[src/rtl/mult_seq_pkg.sv]
// Shared types for the sequential shift-add multiplier.
// Three-state control: IDLE -> RUN (one partial-product row per clock) -> FIN.
package mult_seq_pkg;

    typedef enum logic [1:0] {
        IDLE = 2'd0,
        RUN  = 2'd1,
        FIN  = 2'd2
    } state_t;

    // The iteration counter must hold 0..N.
    function automatic int cnt_width(input int n);
        return $clog2(n + 1);
    endfunction

endpackage

[src/rtl/rca_Nbit_co.sv]
// Ripple-carry adder with carry-in and carry-out.
// Purely combinational; no handshake.
module rca_Nbit_co #(
    parameter int W = 8
) (
    input  logic [W-1:0] a,
    input  logic [W-1:0] b,
    input  logic         ci,
    output logic [W-1:0] s,
    output logic         co
);

    logic [W:0] c;

    always_comb begin
        c    = '0;
        s    = '0;
        c[0] = ci;
        for (int i = 0; i < W; i++) begin
            s[i]   = a[i] ^ b[i] ^ c[i];
            c[i+1] = (a[i] & b[i]) | (c[i] & (a[i] ^ b[i]));
        end
    end

    assign co = c[W];

endmodule

[src/rtl/mult_seq_mnbit.sv]
// Iterative MxN shift-add multiply-accumulate, unsigned or two's-complement per op.
// Latency N+1 edges from start (k+2 with MULT_SEQ_EARLY_TERM_EN, k = MSB index of |b|).
// No backpressure: start is ignored while busy; done is a one-cycle pulse.
module mult_seq_mnbit
    import mult_seq_pkg::*;
#(
    parameter int M     = 4,
    parameter int N     = 4,
    parameter int ACC_W = M + N + 4
) (
    input  logic             clk,
    input  logic             rst_n,
    input  logic             start,
    input  logic             signed_mode,
    input  logic             acc_en,
    input  logic             acc_clr,
    input  logic [M-1:0]     a,
    input  logic [N-1:0]     b,
    output logic             busy,
    output logic             done,
    output logic [M+N-1:0]   product,
    output logic [ACC_W-1:0] acc,
    output logic             acc_ovf
);

    localparam int P  = M + N;
    localparam int CW = cnt_width(N);

    state_t           state;
    logic [P-1:0]     mcand;
    logic [N-1:0]     mplier;
    logic [P-1:0]     partial;
    logic [CW-1:0]    cnt;
    logic             sign_r;
    logic             sm_r;
    logic             ae_r;

    logic [M-1:0]     a_mag;
    logic [N-1:0]     b_mag;
    logic [P-1:0]     addend;
    logic [P-1:0]     add_sum;
    logic             add_co;
    logic             unused_add_co;
    logic [P-1:0]     prod_nx;
    logic [ACC_W-1:0] ext_p;
    logic [ACC_W-1:0] acc_base;
    logic [ACC_W:0]   acc_wide;
    logic             new_ovf;
    logic             run_last;

    // The sum never carries out: |a|*|b| always fits in M+N bits.
    assign unused_add_co = add_co;

    rca_Nbit_co #(.W(P)) u_add (
        .a  (partial),
        .b  (addend),
        .ci (1'b0),
        .s  (add_sum),
        .co (add_co)
    );

    always_comb begin
        a_mag    = (signed_mode && a[M-1]) ? (~a + 1'b1) : a;
        b_mag    = (signed_mode && b[N-1]) ? (~b + 1'b1) : b;
        addend   = mplier[0] ? mcand : '0;
        prod_nx  = sign_r ? (~partial + 1'b1) : partial;
        ext_p    = sm_r ? ACC_W'($signed(prod_nx)) : ACC_W'(prod_nx);
        // A clear coinciding with FIN makes this add start from zero.
        acc_base = (ae_r && !acc_clr) ? acc : '0;
        acc_wide = {1'b0, acc_base} + {1'b0, ext_p};
        if (sm_r)
            new_ovf = (acc_base[ACC_W-1] == ext_p[ACC_W-1]) &&
                      (acc_wide[ACC_W-1] != acc_base[ACC_W-1]);
        else
            new_ovf = acc_wide[ACC_W];
`ifdef MULT_SEQ_EARLY_TERM_EN
        run_last = (mplier[N-1:1] == '0) || (cnt == CW'(N - 1));
`else
        run_last = (cnt == CW'(N - 1));
`endif
    end

    always_ff @(posedge clk) begin
        if (!rst_n) begin
            state   <= IDLE;
            mcand   <= '0;
            mplier  <= '0;
            partial <= '0;
            cnt     <= '0;
            sign_r  <= 1'b0;
            sm_r    <= 1'b0;
            ae_r    <= 1'b0;
            busy    <= 1'b0;
            done    <= 1'b0;
            product <= '0;
            acc     <= '0;
            acc_ovf <= 1'b0;
        end else begin
            done <= 1'b0;
            if (acc_clr) begin
                acc     <= '0;
                acc_ovf <= 1'b0;
            end
            case (state)
                IDLE: begin
                    if (start) begin
                        sm_r    <= signed_mode;
                        ae_r    <= acc_en;
                        sign_r  <= signed_mode & (a[M-1] ^ b[N-1]);
                        mcand   <= {{N{1'b0}}, a_mag};
                        mplier  <= b_mag;
                        partial <= '0;
                        cnt     <= '0;
                        busy    <= 1'b1;
                        state   <= RUN;
                    end
                end
                RUN: begin
                    partial <= add_sum;
                    mcand   <= mcand << 1;
                    mplier  <= mplier >> 1;
                    cnt     <= cnt + 1'b1;
                    if (run_last)
                        state <= FIN;
                end
                FIN: begin
                    product <= prod_nx;
                    acc     <= acc_wide[ACC_W-1:0];
                    acc_ovf <= (acc_ovf & ~acc_clr) | new_ovf;
                    done    <= 1'b1;
                    busy    <= 1'b0;
                    state   <= IDLE;
                end
                default: state <= IDLE;
            endcase
        end
    end

endmodule

[config.mk]
export PLATFORM = sky130hd
export DESIGN_NAME = mult_seq_mnbit
export DESIGN_NICKNAME = d
export VERILOG_FILES = /design/src/rtl/mult_seq_pkg.sv /design/src/rtl/rca_Nbit_co.sv /design/src/rtl/mult_seq_mnbit.sv
export SDC_FILE = /design/constraint.sdc
export NUM_CORES = 1
export LEC_CHECK = 0
export BUFFER_PORTS_ARGS = -buffer_cell sky130_fd_sc_hd__buf_2
export CORE_UTILIZATION = 40
export DETAILED_ROUTE_END_ITERATION = 8
export PLACE_DENSITY = 0.71
export SYNTH_ARGS = -nofsm -noshare
export SYNTH_HDL_FRONTEND = slang
export SYNTH_SLANG_ARGS = --single-unit
[constraint.sdc]
create_clock -name clk -period 4.6 [get_ports clk]
set_input_delay 0.46 -clock clk [delete_from_list [all_inputs] [get_ports clk]]
set_output_delay 0.46 -clock clk [all_outputs]
set_load 0.02 [all_outputs]
==> flow_summary.toml <==
[run_status]
status = "complete, no violations"

[timing]
setup_slack_ps = 961
clock.fmax_ghz = 0.275
period_share_pct = 79.1
rsz0062_at_grt = "no"
fin_skew_ps = 8.35
timing.final.hold_violations = 0
worst_pin_slew_ps = 842
finalSetupTns_ps = 0
setup_viol = 0
slew_headroom_pct = 43.6
min_period_ps = 3640
drv_slew = 0

[routing]
drt_pass1_iterations = 4
via_per_inst = 5.35
drtIter0Drc = 136
wirelength_um = 6650
drc = 0
vias = 2488
final_antenna_net_count = 0
wl_per_cell_um = 14.3

[floorplan]
pin_count = 37
initial_core_util_pct = 42.4
core_sq_mm = 0.00694
die_w_um = 87.8
die_h_um = 87.8
die-area_sq_mm = 0.00771
rows = 30

[global_routing]
grt_pass1_vias = 2299
grt_max_degree = 31
busiest_layer = "met2"
grtUsageMet1_pct = 25.0
grtUsageTotal_pct = 18.0
grt_overflow = 0
use_met3_pct = 2.83
grt_pass1_wl_um = 10700
met2_usage_pct = 28.9
antenna_found_initial = 0

[clock_tree]
post_cts.repair.setup_buffers = 0
cts_buffer_depth = 2
clock_latency_ps = 300
cts_buffers = 5
numClockSinks = 51
root_buffer = "clkbuf_8"
ctsResizeCount = 0
clkTransAtPathRegs_ps = 90
tritoncts = "built"
postCtsHoldBufs = 0
htreeDepth = 2

[critical_path]
r2r-end = "partial[7]"
worstSetupStartpointType = "flop"
cp-end-kind = "flop"
cp_data_required_time_ps = 4800
crit_arrival_ps = 3840
path_max_fanout = 10
critical_path_class = "flop to flop"
r2r_setup_slack_ps = 960
crit_start = "mplier[0]"
r2r-start = "mplier[0]"
worstRegToRegCells = 15
crit_end = "partial[7]"

[final_layout]
drive_above_1_share_pct = 17.1
antenna_cells = 0
fill_cells = 667
syn_to_final_growth_pct = 12.5
final_common_cell = "dfxtp_1"
nets = 407
layout_common_cells = "dfxtp_1 (51), buf_2 (36), nand2_1 (34), o21ai_0 (25), inv_1 (23)"

[placement]
place_ws_ps = 974
io_buffers = 36
gp_congestion = 0.863
hpwlAfterDp_um = 4980

[pwr]
power.leakage_uw = 0.00147
power_density_mw_per_mm2 = 241
power_uw = 796
vdd_drop_max_mv = 0.147

[synthesis]
ys_top_cells_by_area = "dfxtp_1 (35%), ha_1 (7.2%), fa_1 (4.8%)"
synth_area_sq_mm = 0.00294
yosysTopAreaCellShare_pct = 34.7
ys_ff_latch = 51
syn_nets = 374
synth.distinct_cells = 54
ys_async_sr_fraction_pct = 0
postSynthCellCount = 336
synth_edf_count = 0
ys_seq_area_share_pct = 34.7
yosys.area.top_type = "dfxtp_1"
synth_flop_cell = "dfxtp_1"
synth.avg_cell_area_sq_um = 8.76
yosysWarnings = 0

[flow_run]
cap_violations = 0

[min_path]
hold_path_class = "input port to flop"
## critical path, cell delays in order, from the launching register on
cell     delay, ps
dfxtp_1        480
and2_1         190
ha_1           140
inv_1           50
fa_1           370
fa_1           390
fa_1           390
fa_1           370
inv_1           80
fa_1           160
inv_1           50
fa_1           370
xnor2_1        150
a21o_1         180
a21oi_1        140
nor2b_1         50
## power by group
group          internal [uW]  total (uW)  switching [uW]  leakage, uW
Combinational           26.4        64.7            38.3      0.00101
Sequential               450         461            11.0     0.000413
Clock                    119         270             152    0.0000470
Total                    595         796             201      0.00147
## Yosys cell counts (2+ instances only)
| master | count |
|---|---|
| a211o_1 | 2 |
| a21o_1 | 3 |
| a21oi_1 | 8 |
| a222oi_1 | 4 |
| a22o_1 | 7 |
| a22oi_1 | 2 |
| a31oi_1 | 7 |
| and2_1 | 17 |
| and3_1 | 3 |
| clkbuf_1 | 12 |
| dfxtp_1 | 51 |
| fa_1 | 7 |
| ha_1 | 17 |
| inv_1 | 23 |
| mux2_2 | 2 |
| mux2i_1 | 4 |
| nand2_1 | 34 |
| nand2_4 | 2 |
| nand3_1 | 7 |
| nand3b_1 | 2 |
| nor2_1 | 13 |
| nor2b_1 | 16 |
| nor3_1 | 3 |
| nor3b_1 | 2 |
| o211a_1 | 2 |
| o211ai_1 | 2 |
| o21a_1 | 3 |
| o21ai_0 | 25 |
| o21ai_1 | 2 |
| o21bai_1 | 3 |
| o221ai_1 | 2 |
| o311a_1 | 5 |
| o31ai_1 | 3 |
| or2_2 | 5 |
| xnor2_1 | 10 |
| xor2_1 | 8 |
## metrics by stage
step	instance area [sq um]	util [%]	hold slack (ps)	std cells
after CTS	3310	47.7	440	465
after global placement	3220	46.4	440	458
after detailed placement	3220	46.4	461	458
final	3310	47.7	436	465
after floorplan	2940	-	425	336
after global routing	3310	47.7	469	465
## how the worst min path moves through the flow
stage | startpoint | to | slack, ps | depth (start not counted)
floorplan | cnt[2] | cnt[2] | 430 | 2
global route | acc_en | ae_r | 470 | 3
detailed placement | acc[5] | acc[5] | 460 | 2
finish | acc_en | ae_r | 440 | 3
CTS | acc_en | ae_r | 440 | 3
global placement | cnt[2] | cnt[2] | 440 | 2
## cell families (layout without fill, tap and decap cells)
kind of cell	Yosys count	after routing	share of synthesized area, %
XOR/XNOR	18	18	5.35
AND/OR/NAND/NOR	109	109	19.6
adder cells (fa/ha/maj)	24	24	12.0
multiplexers	6	6	2.12
AO/OA/AOI/OAI	89	89	21.2
flip-flops	51	51	34.7
buffers and inverters	39	72	5.06
## layout make-up
type,count,area [sq um],area share (%)
Sequential cell,51,1020,30.8
Clock buffer,6,82.6,2.49
Tap cell,96,120,3.63
Clock inverter,1,5.00,0.151
Multi-Input combinational cell,246,1780,53.7
Inverter,26,100,3.02
Timing Repair Buffer,39,203,6.12
## per-layer routing
metal  vias to the layer above  wire length (um)
met1                      1183              3280
met5                         -                 0
met4                         0                70
met2                        53              3080
li1                       1248                 -
met3                         4               214
## registers in the layout, summed over array words and instances, names as in the netlist
| signal | cells |
|---|---|
| cnt | 3 |
| ae_r | 1 |
| busy | 1 |
| product | 8 |
| partial | 8 |
| sm_r | 1 |
| done | 1 |
| acc | 12 |
| mcand | 8 |
| acc_ovf | 1 |
| sign_r | 1 |
| mplier | 4 |
| state | 2 |
No activity file was read; power rests on OpenSTA's default activity.
